**config.mk**
```make
export PLATFORM = sky130hd
export DESIGN_NAME = bitwise_arbiter
export DESIGN_NICKNAME = d
export VERILOG_FILES = /design/src/rtl/bitwise_arbiter.sv
export SDC_FILE = /design/constraint.sdc
export NUM_CORES = 1
export LEC_CHECK = 0
export ABC_AREA = 1
export CORE_MARGIN = 2
export CORE_UTILIZATION = 44
export CTS_CLUSTER_SIZE = 40
export DETAILED_ROUTE_END_ITERATION = 6
export PLACE_DENSITY = 0.76
export SLEW_MARGIN = 0
export SYNTH_ARGS = -nofsm -noshare
export SYNTH_HDL_FRONTEND = slang
export SYNTH_SLANG_ARGS = --single-unit
export TNS_END_PERCENT = 30
```
**constraint.sdc**
```tcl
create_clock -name clk -period 4.4 [get_ports clk]
set_input_delay 0.44 -clock clk [delete_from_list [all_inputs] [get_ports clk]]
set_output_delay 0.44 -clock clk [all_outputs]
set_load 0.01 [all_outputs]
```
**src/rtl/bitwise_arbiter.sv**
```systemverilog
// bitwise_arbiter
//   Two-requester round-robin arbiter in front of a single-entry result
//   register. The granted requester's operands are combined bit-parallel
//   (AND / OR / XOR / NOR) and the result is registered with latency 1.
//
// Parameters
//   WIDTH        operand / result width in bits (default 32)
//
// Ports
//   clk, rst                 clock, asynchronous active-high reset
//   req{0,1}_valid/ready     requester handshakes (ready is combinational)
//   req{0,1}_op              opcode 00 AND, 01 OR, 10 XOR, 11 NOR
//   req{0,1}_x / _y          operands
//   res_valid/res_ready      result handshake
//   res_data, res_id         registered result and owning requester
//   op_count                 16-bit wrapping count of result transfers
//   res_zero                 (only with BITWISE_ARBITER_ZERO_FLAG_EN)
//                            registered all-zero flag for res_data
//
// Optional feature macro: BITWISE_ARBITER_ZERO_FLAG_EN

// One bit-slice of the logic unit. Slices have no cross-lane dependency.
module bitwise_lane #(
  parameter int VEC_W = 1
) (
  input  logic [1:0]       op,
  input  logic [VEC_W-1:0] x,
  input  logic [VEC_W-1:0] y,
  output logic [VEC_W-1:0] z
);
  always_comb begin
    z = '0;
    case (op)
      2'b00:   z = x & y;
      2'b01:   z = x | y;
      2'b10:   z = x ^ y;
      default: z = ~(x | y);
    endcase
  end
endmodule

module bitwise_arbiter #(
  parameter int WIDTH = 32
) (
  input  logic             clk,
  input  logic             rst,
  input  logic             req0_valid,
  output logic             req0_ready,
  input  logic [1:0]       req0_op,
  input  logic [WIDTH-1:0] req0_x,
  input  logic [WIDTH-1:0] req0_y,
  input  logic             req1_valid,
  output logic             req1_ready,
  input  logic [1:0]       req1_op,
  input  logic [WIDTH-1:0] req1_x,
  input  logic [WIDTH-1:0] req1_y,
  output logic             res_valid,
  input  logic             res_ready,
  output logic [WIDTH-1:0] res_data,
  output logic             res_id,
`ifdef BITWISE_ARBITER_ZERO_FLAG_EN
  output logic             res_zero,
`endif
  output logic [15:0]      op_count
);
  localparam int VEC_W     = 1;
  localparam int NUM_LANES = WIDTH / VEC_W;

  typedef struct packed {
    logic [1:0]       op;
    logic [WIDTH-1:0] x;
    logic [WIDTH-1:0] y;
  } req_t;

  typedef enum logic {EMPTY = 1'b0, FULL = 1'b1} state_t;

  state_t state;
  logic   last_grant;
  logic   slot_free, grant0, grant1, grant;
  req_t   r0, r1, sel;

  logic [NUM_LANES-1:0][VEC_W-1:0] x_lanes, y_lanes, z_lanes;
  logic [WIDTH-1:0] z;

  assign res_valid = (state == FULL);

  // Slot can take a new result if empty or being drained this cycle.
  assign slot_free = !res_valid || res_ready;

  // Tie goes to whoever was not granted last; readies are held low in reset.
  assign grant0 = !rst && slot_free && req0_valid && (!req1_valid || last_grant);
  assign grant1 = !rst && slot_free && req1_valid && (!req0_valid || !last_grant);
  assign grant  = grant0 || grant1;

  assign req0_ready = grant0;
  assign req1_ready = grant1;

  assign r0 = '{op: req0_op, x: req0_x, y: req0_y};
  assign r1 = '{op: req1_op, x: req1_x, y: req1_y};
  assign sel = grant1 ? r1 : r0;

  assign x_lanes = sel.x;
  assign y_lanes = sel.y;

  for (genvar l = 0; l < NUM_LANES; l++) begin : g_lane
    bitwise_lane #(.VEC_W(VEC_W)) u_lane (
      .op (sel.op),
      .x  (x_lanes[l]),
      .y  (y_lanes[l]),
      .z  (z_lanes[l])
    );
  end

  assign z = z_lanes;

  always_ff @(posedge clk or posedge rst) begin
    if (rst) begin
      state      <= EMPTY;
      res_data   <= '0;
      res_id     <= 1'b0;
      op_count   <= 16'd0;
      last_grant <= 1'b1;
`ifdef BITWISE_ARBITER_ZERO_FLAG_EN
      res_zero   <= 1'b0;
`endif
    end else begin
      if (res_valid && res_ready) op_count <= op_count + 16'd1;
      if (grant) begin
        res_data   <= z;
        res_id     <= grant1;
        last_grant <= grant1;
`ifdef BITWISE_ARBITER_ZERO_FLAG_EN
        res_zero   <= (z == '0);
`endif
      end
      case (state)
        EMPTY:   if (grant) state <= FULL;
        FULL:    if (res_ready && !grant) state <= EMPTY;
        default: state <= EMPTY;
      endcase
    end
  end
endmodule
```
# After elaboration in Yosys (flattened, before gate mapping)

Index checks and enable logic that the tools add are counted.

Register bits: 51
Bits of input ports: 137
Output and inout bits: 52
Word-level logic and storage cells: 191

Add/subtract/negate cells: 1
Equal/unequal tests: 2
Muxes and demuxes: 36
Bitwise operators: 129
Reduce and logical (&&, ||, !) cells: 18

Operators by type and width:

| cell                  | number |
|---|---|
| $pmux 1 s3            | 32 |
| $mux 66               | 1 |
| $not 1->1             | 33 |
| $and 1x1->1           | 32 |
| $or 1x1->1            | 32 |
| $xor 1x1->1           | 32 |
| $add 16x1->16 const B | 1 |
| $logic_and 1x1->1     | 7 |
| $logic_not 1->1       | 6 |
| $logic_or 1x1->1      | 4 |
| $eq 2x1->1 const B    | 1 |
| $eq 2x2->1 const B    | 1 |
| $logic_not 2->1       | 1 |
| $mux 1                | 2 |
| $pmux 1 s2            | 1 |

# Depth between registers and ports, before layout

Depth in word-level cells: 10
Gate-level depth with buffers: 17
Mapped depth without buffers: 14

# Modules after synthesis

Synthesis repeated with hierarchy kept, for this count alone.

Cell total of the unflattened synthesis: 920
Area total of the unflattened synthesis: 5315.1 um^2

By module, submodules not included:

| module          | instances | cells each | area an instance (um^2) | sequential area each (um^2) |
|---|---|---|---|---|
| bitwise_arbiter | 1         | 472        | 3032.9                  | 1277.5 |
| bitwise_lane    | 32        | 14         | 71.3                    | 0.0 |

# Worst setup path after synthesis

Ideal clock, no wire load.

Path kind: input -> register
Start point: in rst
End point: reg res_data[21]
Library setup time: 116 ps
Arrival time: 3042 ps
Data required time: 4284 ps
Path slack: 1241 ps
Cell stages on the path: 11
Path buffers: 1
Cell sequence: inv_1 -> nand2_2 -> nor2_4 -> clkbuf_1 -> or2_2 -> o21ai_1 -> ha_1 -> o21ai_0 -> nand3_1 -> nand2_1 -> nand2_1

Word-level cells in the longest chain between the ends: 8
Elaborated cells between the ends (all ways): 16
Classes of those cells: 2 x eq/ne; 2 x mux; 4 x bitwise; 8 x reduce/logical

RTL lines:

| item                             | line   | RTL |
|---|---|---|
| start: declaration               | 46     | `input logic rst,` |
| $logic_not 1->1 (no line) *      | --     |  |
| $logic_and 1x1->1 * (3 in a row) | 92     | `assign grant1 = !rst && slot_free && req1_valid && (!req0_valid \|\| !last_grant);` |
| net req1_ready                   | 53     | `output logic req1_ready,` |
| $mux 66                          | 100    | `assign sel = grant1 ? r1 : r0;` |
| $or 1x1->1                       | 35, 37 |  |
| $not 1->1                        | 37     | `default: z = ~(x \| y);` |
| $pmux 1 s3                       | 33     | `case (op)` |
| end signal: assignment           | 129    | `res_data <= z;` |
| end: declaration                 | 59     | `output logic [WIDTH-1:0] res_data,` |

Mark *: on every way through the listed nets, which the timed path passes. The rest lies on a longest branch.
A chain may end at the register's enable or synchronous reset.

# Worst setup path in the final report

Start point: in res_ready
End point: out req1_ready

Word-level cells in the longest chain between the ends: 4

RTL lines:

| item                           | line | RTL |
|---|---|---|
| start: declaration             | 58   | `input logic res_ready,` |
| $logic_or 1x1->1               | 88   | `assign slot_free = !res_valid \|\| res_ready;` |
| $logic_and 1x1->1 (3 in a row) | 92   |  |
| end: declaration               | 53   |  |

No other way between the ends.

==> run_results.csv <==
group,metric,value,unit
logic_synthesis,syn_area_per_cell,6.55,sq um
worst_setup_path,reg2reg_depth,10,
grt,grt_max_degree,81,
status,status,"finished clean",
logic_synthesis,ys_async_sr_fraction,100,%
logic_synthesis,yosys_warnings,0,
floorplan,die_x,114,um
cells_and_area,drive_gt1_share,7.46,%
grt,grt_pass1_wl,21.8,mm
logic_synthesis,syn_area,5370,sq um
worst_hold_path,hold_end,"op_count[15]$_DFFE_PP0P_",
pwr,pwr-share-comb,50.8,%
sta,fin_setup_tns,0,ps
route,wire_per_inst,11.8,um
pwr,internal-power,1.39,mW
sta,rsz0062_at_grt,"no",
floorplan,start_util,44.9,%
cts,numCtsBuffers,5,
sta,slew_violations,0,
route,routed_wl,13.3,mm
worst_setup_path,worstPathArrival,2450,ps
sta,clock.fmax,346,MHz
pwr,power_frac_seq,31.5,%
logic_synthesis,synthTopCellsByArea,"dfrtp_1 23%, ha_1 15%, nand3_1 13%, nand2_1 12%, inv_1 12%",
logic_synthesis,seq_area_frac_synth,23.8,%
route,drt_first_pass_iters,4,
worst_setup_path,cp-start-kind,"input port",
sta,final-setup-viol-count,0,
grt,grt_use_total,20.2,%
job,cap_violations,0,
pwr,clockPowerShare,17.7,%
worst_setup_path,cp.required,3960,ps
worst_setup_path,end_kind,"primary output",
cts,clk_pin_slew,70,ps
worst_setup_path,crit_fanout,35,
route,avgViaCountPerCell,4.74,
logic_synthesis,synth_seq_cells,51,
place,port_buffers,188,
sta,skew,2.73,ps
logic_synthesis,postSynthCellCount,820,
logic_synthesis,synth_top_cell_by_area,"dfrtp_1",
sta,layout_min_cycle_time,2890,ps
cells_and_area,final_util,61.8,%
route,drc,0,
cts,cts.path.max_buffers,2,
cts,cts_root_buf,"clkbuf_16",
cells_and_area,syn2layout_area_growth,37.6,%
worst_setup_path,reg2reg_slack,1660,ps
grt,first_global_vias,4540,
grt,grt_antenna_before_repair,0,
pwr,power_density,304,nW/um^2
worst_hold_path,holdPathStages,1,
worst_setup_path,worstReg2RegStart,"last_grant$_DFFE_PP1P_",
place,finalWeightedCongestion,0.770,
floorplan,num_rows,40,
logic_synthesis,synth_ff_type,"dfrtp_1",
grt,grt_overflow_total,0,
sta,slew_headroom,36.8,%
cts,clk_latency,290,ps
pwr,p_leak,3.97,nW
floorplan,core_area,12000,sq um
pwr,p_sw,0.857,mW
logic_synthesis,syn_nets,1022,
cells_and_area,fin_nets,1179,
worst_hold_path,worstHoldPathType,"register to register",
sta,fin_crit_sh,65.7,%
worst_hold_path,hp-start,"op_count[15]$_DFFE_PP0P_",
floorplan,io_pins,189,
cts,postCtsSetupRepairBufs,0,
place,place_hpwl,9.81,mm
floorplan,dieArea,13100,sq um
cts,postCtsHoldBufs,0,
logic_synthesis,ys_types,30,
logic_synthesis,yosysMostFrequentCell,"nand2_1",
sta,worst_slew_pin_slew,945,ps
cts,cts_tree,"yes",
route,vias,5335,
logic_synthesis,synth_commonest_cells,"177 x nand2_1, 172 x inv_1, 135 x nand3_1, 71 x o21ai_1, 65 x ha_1",
worst_setup_path,critical_path_class,"input port to primary output",
cts,cts_sinks,51,
route,ant_nets,0,
worst_setup_path,r2r-end,"res_data[14]$_DFFE_PP0P_",
pwr,netSwitchingFraction,38.1,%
cells_and_area,diodes,0,
sta,final-hold-violation-count,0,
place,placed_area,7240,sq um
cts,h-tree-depth,2,
route,drt-initial-drc-count,267,
pwr,irDropWorstVdd,0.000146,V
cts,cts-resized-gates,0,
logic_synthesis,yosysTopAreaCellShare,23.3,%
floorplan,fp.dieH,114,um
cells_and_area,fin_area,7390,sq um
logic_synthesis,synth_edf_count,0,
==> stage by stage <==
step / setup slack (ps) / power, mW / std cells / hold WS [ps]
global route: 1270 / 2.43 / 1125 / 486
global placement: 1270 / 1.84 / 1117 / 455
floorplan: 1240 / 1.33 / 820 / 482
CTS: 1470 / 2.27 / 1125 / 475
detailed placement: 1220 / 1.86 / 1117 / 462
finish: 1510 / 2.25 / 1125 / 472
==> worst max-delay path by stage <==
stage	start	endpoint	slack (ps)	cells after the start
floorplan	rst	res_data[21]$_DFFE_PP0P_	1240	11
global placement	req0_valid	res_data[14]$_DFFE_PP0P_	1270	11
detailed placement	res_ready	res_data[8]$_DFFE_PP0P_	1220	11
CTS	res_ready	req1_ready	1470	6
global route	res_ready	res_data[23]$_DFFE_PP0P_	1270	11
finish	res_ready	req1_ready	1510	6
==> registers in the layout, summed over array words and instances, names as in the netlist <==
name / count
last_grant: 1
op_count: 16
res_data: 32
res_id: 1
res_valid: 1
==> metal layers <==
layer  track usage (%)  vias up  share of wire (%)
met3              2.01        8                4.8
li1                  -     2853                  -
met2              33.1      137                 45
met1              28.9     2337                 49
met5                 0        -                  0
met4              4.47        0                1.1
==> worst max-delay path, cell delays in order <==
cell and delay (ps):
clkdlybuf4s50_1 530, inv_2 70, nand2_2 70, nand2_2 90, nor2_4 560, clkdlybuf4s50_1 670
==> cell families after synthesis <==
group	count (synthesis)	synth area share, %
simple gates	366	31.5
xor+xnor	15	2.45
mux	1	0.210
compound gates	101	9.86
buf+inv	221	17.1
flops	51	23.8
fa+ha+maj	65	15.1
==> layout by cell type, fill, tap and decap left out, drive strengths merged <==
master         count
inv              177
clkinvlp           2
xnor2              7
dfstp              1
dfrtp             50
o21bai             2
o21ai             97
clkdlybuf4s50    188
mux2               1
nand3b             1
nand3            135
nand2            187
clkbuf             5
a21oi              2
nand4              2
ha                65
nor3               3
xor2               8
nor2               6
or2               32
buf                7
==> cell type report <==
| class | count | area, sq um |
|---|---|---|
| fill | 1112 | 4570 |
| multi-input combinational | 548 | 3180 |
| timing repair buffer | 195 | 1930 |
| sequential | 51 | 1280 |
| inverter | 176 | 661 |
| tap | 147 | 184 |
| clock buffer | 5 | 125 |
| clock inverter | 3 | 23.8 |
==> power by group through the flow <==
stage | clock network [mW] | logic [mW] | registers, mW
after floorplan | 0 | 0.560 | 0.767
after global placement | 0 | 1.13 | 0.712
after global routing | 0.423 | 1.27 | 0.728
after CTS | 0.410 | 1.16 | 0.707
final | 0.399 | 1.14 | 0.707
after detailed placement | 0 | 1.15 | 0.716
Note: power is estimated with default switching activity, not from simulation.
==> RTL edit 1, RTL diff (same settings) <==
The option `BITWISE_ARBITER_ZERO_FLAG_EN` is turned on by a define.
--- a/src/rtl/bitwise_arbiter.sv
+++ b/src/rtl/bitwise_arbiter.sv
@@ -20,6 +20,8 @@
 // Optional feature macro: BITWISE_ARBITER_ZERO_FLAG_EN
 
 // One bit-slice of the logic unit. Slices have no cross-lane dependency.
+`define BITWISE_ARBITER_ZERO_FLAG_EN
+
 module bitwise_lane #(
   parameter int VEC_W = 1
 ) (
Check against the original RTL (old outputs only; new: res_zero): equivalent (Yosys induction, for registers that start in step).
==> RTL edit 1 against the unedited design <==
- final area is 2.0% lower
- highest routed layer unchanged
- count of clock-buffer cells in the layout stayed put
- critical path depth is 11 higher
- area after synthesis is 3.9% lower
- power is 1.9% lower
- worst setup slack worse by 0.33 ns
- via count is 3.9% lower
- non-clock buffer count is 3 lower
- sequential power is 1% higher
- sequential cell count is 1 higher
- fmax is 10% lower
- routed wire length is 1.5% lower
==> RTL edit 1: results (changes against the unedited design) <==
----------------------------------------------------
[Yosys]
  Adder and majority cell fraction of the synthesized area ... 15.8% (+0.62 points)
  Fraction of synthesized area in multiplexers ... 0% (-0.21 points)
  Fraction of the mapped netlist area in compound gates ... 10.2% (+0.31 points)
  Synthesized net count ... 970 (-5.1%)
  Average instance area after synthesis ... 6.72 sq um (+2.6%)
  Cell types with the highest counts after synthesis ... nand2_1, inv_1, o21ai_0
  Fraction of the yosys area taken by sequential cells ... 25.3% (+1.5 points)
  Top cells by area in the synthesized netlist ... dfrtp_1, ha_1, nand2_1
  Area share of xor/xnor cells in the synthesized design ... 2.04% (-0.41 points)

[Global route]
  Largest net degree at the start of global routing ... 55 (-32%)
  Via count of the first global-routing pass ... 4632 (+2.0%)
  GRT Resource Usage Total ... 20.7% (+0.45 points)
  Fraction of met1 tracks used by global routing ... 31.1% (+2.2 points)
  Met3 layer usage reported by global route ... 2.81% (+0.80 points)
  Met2 Resource Use GR ... 32.4% (-0.77 points)

[Detailed routing]
  Wire length on met2 ... 5680 microns (-5.6%)
  Metal1 wirelength ... 6530 microns (+0.71%)
  Amount of wire on met3 after detailed routing ... 799 microns (+26%)
  Routed length per instance ... 12.2 microns (+3.0%)
  Router iterations before antenna repair ... 5 (+1)
  Avg Vias per Cell ... 4.77 (+0.52%)
  Violation count after the first detailed-route iteration ... 293 (+9.7%)

[Worst setup path]
  Kind of end point of the critical path ... register
  Max Fanout on Critical Path ... 54 (+54%)
  Crit path capture ... res_zero
  R2R Setup Slk ... 1.35 ns (-0.31 ns)
  CP arrival ... 3.44 ns (+0.99 ns)
  Number of cells traversed by the worst register-to-register path ... 18 (+8)

[Power]
  Standby leakage power ... 3.70 nW (-6.9%)
  Max IR drop VDD ... 0.379 mV (+160%)

[Timing]
  Setup slack of the critical path after layout ... 1.18 ns (-0.328 ns)
  Transition time of the tightest slew-check pin ... 0.916 ns (-0.0292 ns)
  Maximum clock skew at final layout ... 0.00739 ns (+0.00466 ns)

[Placed design]
  Port-buffer cells ... 189 (+0.53%)
  Routability Congestion ... 0.868 (+13%)
  Number of instances in the placed design ... 1068 (-4.4%)
  Dpl hpwl ... 10600 microns (+7.8%)

[Outcome]
  Status ... finished, final reports clean

[Final layout]
  Fraction of final layout cells with drive strength greater than 1 ... 8.25% (+0.79 points)

----------------------------------------------------
-- RTL edit 1: cell count changes in the layout (fill, tap and decap cells not counted), moves of 8 or more --
cell	before	now
or2_2	32	40
nand3_1	135	47
nor2_1	2	24
inv_1	171	125
o21ai_1	71	5
nand2_1	176	216
nand4_1	2	18
o21ai_0	26	88
-- RTL edit 1: critical path: stages --
cell and delay, ns:
clkdlybuf4s50_1 0.50, inv_2 0.06, a21oi_4 0.14, nand2_2 0.43, buf_12 0.36, o21ai_0 0.32
inv_1 0.08, ha_1 0.27, o21ai_0 0.18, nand3_1 0.09, nand2_1 0.09, nand2_1 0.06
nor2_1 0.11, nand2_1 0.07, nor2_1 0.08, nand3_1 0.07, nand2_1 0.06
-- RTL edit 1: worst min-delay path by stage --
stage / slack [ns] / cells past startpoint / to / start
6_report: 0.47 / 1 / op_count[15] / op_count[15]
4_1_cts: 0.48 / 1 / op_count[15] / op_count[15]
3_5_place_dp: 0.47 / 1 / op_count[15] / op_count[15]
3_3_place_gp: 0.46 / 1 / op_count[15] / op_count[15]
2_1_floorplan: 0.48 / 2 / last_grant / last_grant
5_1_grt: 0.50 / 2 / res_data[20] / res_data[20]
-- RTL edit 1: power by group --
part | switching (mW) | internal, mW
Clock | 0.168 | 0.210
Sequential | 0.0984 | 0.617
Combinational | 0.555 | 0.557
-- RTL edit 1: final cells by class --
| type | instances | area (sq um) | share of cell area [%] |
|---|---|---|---|
| clock inverter | 3 | 18.8 | 0.259 |
| tap | 143 | 179 | 2.47 |
| sequential | 52 | 1300 | 18.0 |
| multi-input combinational | 552 | 3200 | 44.2 |
| clock buffer | 5 | 125 | 1.73 |
| timing repair buffer | 192 | 1930 | 26.6 |
| inverter | 129 | 484 | 6.69 |
==> RTL edit 2, RTL diff (same settings) <==
Without the edit above. Register the output `op_count` once more; this adds one clock of latency there. The other outputs are not delayed to match.
--- a/src/rtl/bitwise_arbiter.sv
+++ b/src/rtl/bitwise_arbiter.sv
@@ -74,6 +74,8 @@
 
   typedef enum logic {EMPTY = 1'b0, FULL = 1'b1} state_t;
 
+  logic [15:0] op_count_s0;
+
   state_t state;
   logic   last_grant;
   logic   slot_free, grant0, grant1, grant;
@@ -118,13 +120,13 @@
       state      <= EMPTY;
       res_data   <= '0;
       res_id     <= 1'b0;
-      op_count   <= 16'd0;
+      op_count_s0 <= 16'd0;
       last_grant <= 1'b1;
 `ifdef BITWISE_ARBITER_ZERO_FLAG_EN
       res_zero   <= 1'b0;
 `endif
     end else begin
-      if (res_valid && res_ready) op_count <= op_count + 16'd1;
+      if (res_valid && res_ready) op_count_s0 <= op_count_s0 + 16'd1;
       if (grant) begin
         res_data   <= z;
         res_id     <= grant1;
@@ -140,4 +142,8 @@
       endcase
     end
   end
+  always_ff @(posedge clk) begin
+    op_count <= op_count_s0;
+  end
+
 endmodule
Behaviour: not the same (a bounded check fails within 4 cycles, from zero or initial values and one cycle with rst high).
==> RTL edit 2 against the unedited design <==
- register-to-register slack better by 0.04 ns
- area after synthesis up 7.3%
- sequential cell count up 16
- worst setup slack better by 0.021 ns
- final area up 7.3%
- utilization up 0.53 points
- power up 24%
- routed wire length up 8.1%
- largest cell class unchanged
- largest power group unchanged
==> RTL edit 2: results (changes against the unedited design) <==
----------------------------------------------------
[Timing]
  Transition time of the tightest slew-check pin ... 1.10 ns (+0.153 ns)
  Maximum clock skew at final layout ... 0.00934 ns (+0.00660 ns)

[Worst setup path]
  CP arrival ... 2.43 ns (-0.02 ns)
  R2R Setup Slk ... 1.70 ns (+0.04 ns)
  Number of cells traversed by the worst register-to-register path ... 8 (-2)

[Clock tree]
  H-tree depth ... 3 (+1)
  Number of CTS-inserted buffers ... 9 (+4)

[Placed design]
  Routability Congestion ... 0.842 (+9.4%)
  Dpl hpwl ... 10400 microns (+6.1%)

[Power]
  Max IR drop VDD ... 0.227 mV (+56%)
  Standby leakage power ... 4.21 nW (+5.9%)

[Yosys]
  Cell types with the highest counts after synthesis ... nand2_1, inv_1, nand3_1
  Fraction of the yosys area taken by sequential cells ... 27.7% (+3.9 points)
  Top cells by area in the synthesized netlist ... dfrtp_1, ha_1, nand2_1
  Share of async-settable or async-resettable flops after synthesis ... 76.1% (-24 points)
  Number of distinct library cells after synthesis ... 29 (-3.3%)

[Global route]
  Met2 Resource Use GR ... 36.0% (+2.8 points)
  Largest net degree at the start of global routing ... 96 (+19%)
  GRT Resource Usage Total ... 21.2% (+0.93 points)

[Min path]
  End point of the worst hold path ... op_count[15]
  Beginning of the worst hold path ... op_count_s0[15]

[Outcome]
  Status ... finished, final reports clean

[Final layout]
  Final #Nets ... 1204 (+2.1%)
  Biggest registers after layout ... res_data (32), op_count (16), op_count_s0 (16)

[Detailed routing]
  Detailed-route via count ... 5541 (+3.9%)

----------------------------------------------------
RTL edit 2: layout make-up:
cell class | count | area, sq um
Timing Repair Buffer | 193 | 1920
Tap cell | 172 | 215
Fill cell | 1221 | 4800
Inverter | 179 | 672
Clock inverter | 7 | 82.6
Sequential cell | 67 | 1600
Clock buffer | 9 | 225
Multi-Input combinational cell | 552 | 3210
RTL edit 2: metal layers:
metal	up-vias	part of all wire (%)
li1	2925	-
met1	2438	45
met2	158	48
met3	20	5.0
met4	0	1.7
met5	-	0
RTL edit 2: critical path, cell delays in order:
cell and delay [ns]:
clkdlybuf4s50_1 0.50, inv_2 0.07, nand2_2 0.09, nand2_4 0.07
nor2_4 0.58, clkdlybuf4s50_1 0.67
RTL edit 2: cells by family after synthesis:
| logic type | synth area share (%) |
|---|---|
| and+or+nand+nor | 29.9 |
| buffers and inverters | 16.6 |
| AOI/OAI and AO/OA | 9.19 |
| DFF | 27.7 |
| adders and majority gates | 14.1 |
| xor gates and xnor gates | 2.28 |
| muxes | 0.195 |
RTL edit 2: per-stage QoR:
stage | worst slack (ns) | hold WS [ns] | instance area (sq um) | instances | utilization, %
floorplan | 1.32 | 0.365 | 5760 | 844 | -
global placement | 1.31 | 0.377 | 7620 | 1163 | 59.9
detailed placement | 1.20 | 0.378 | 7620 | 1163 | 59.9
CTS | 1.49 | 0.394 | 7930 | 1179 | 62.3
global route | 1.29 | 0.400 | 7930 | 1179 | 62.3
finish | 1.53 | 0.390 | 7930 | 1179 | 62.3
RTL edit 2: where the power goes:
part / leakage, nW / total, mW / internal (mW) / switching, mW
logic: 3.28 / 1.15 / 0.567 / 0.583
registers: 0.782 / 0.894 / 0.778 / 0.115
clock network: 0.145 / 0.742 / 0.449 / 0.293
total: 4.21 / 2.79 / 1.79 / 0.991
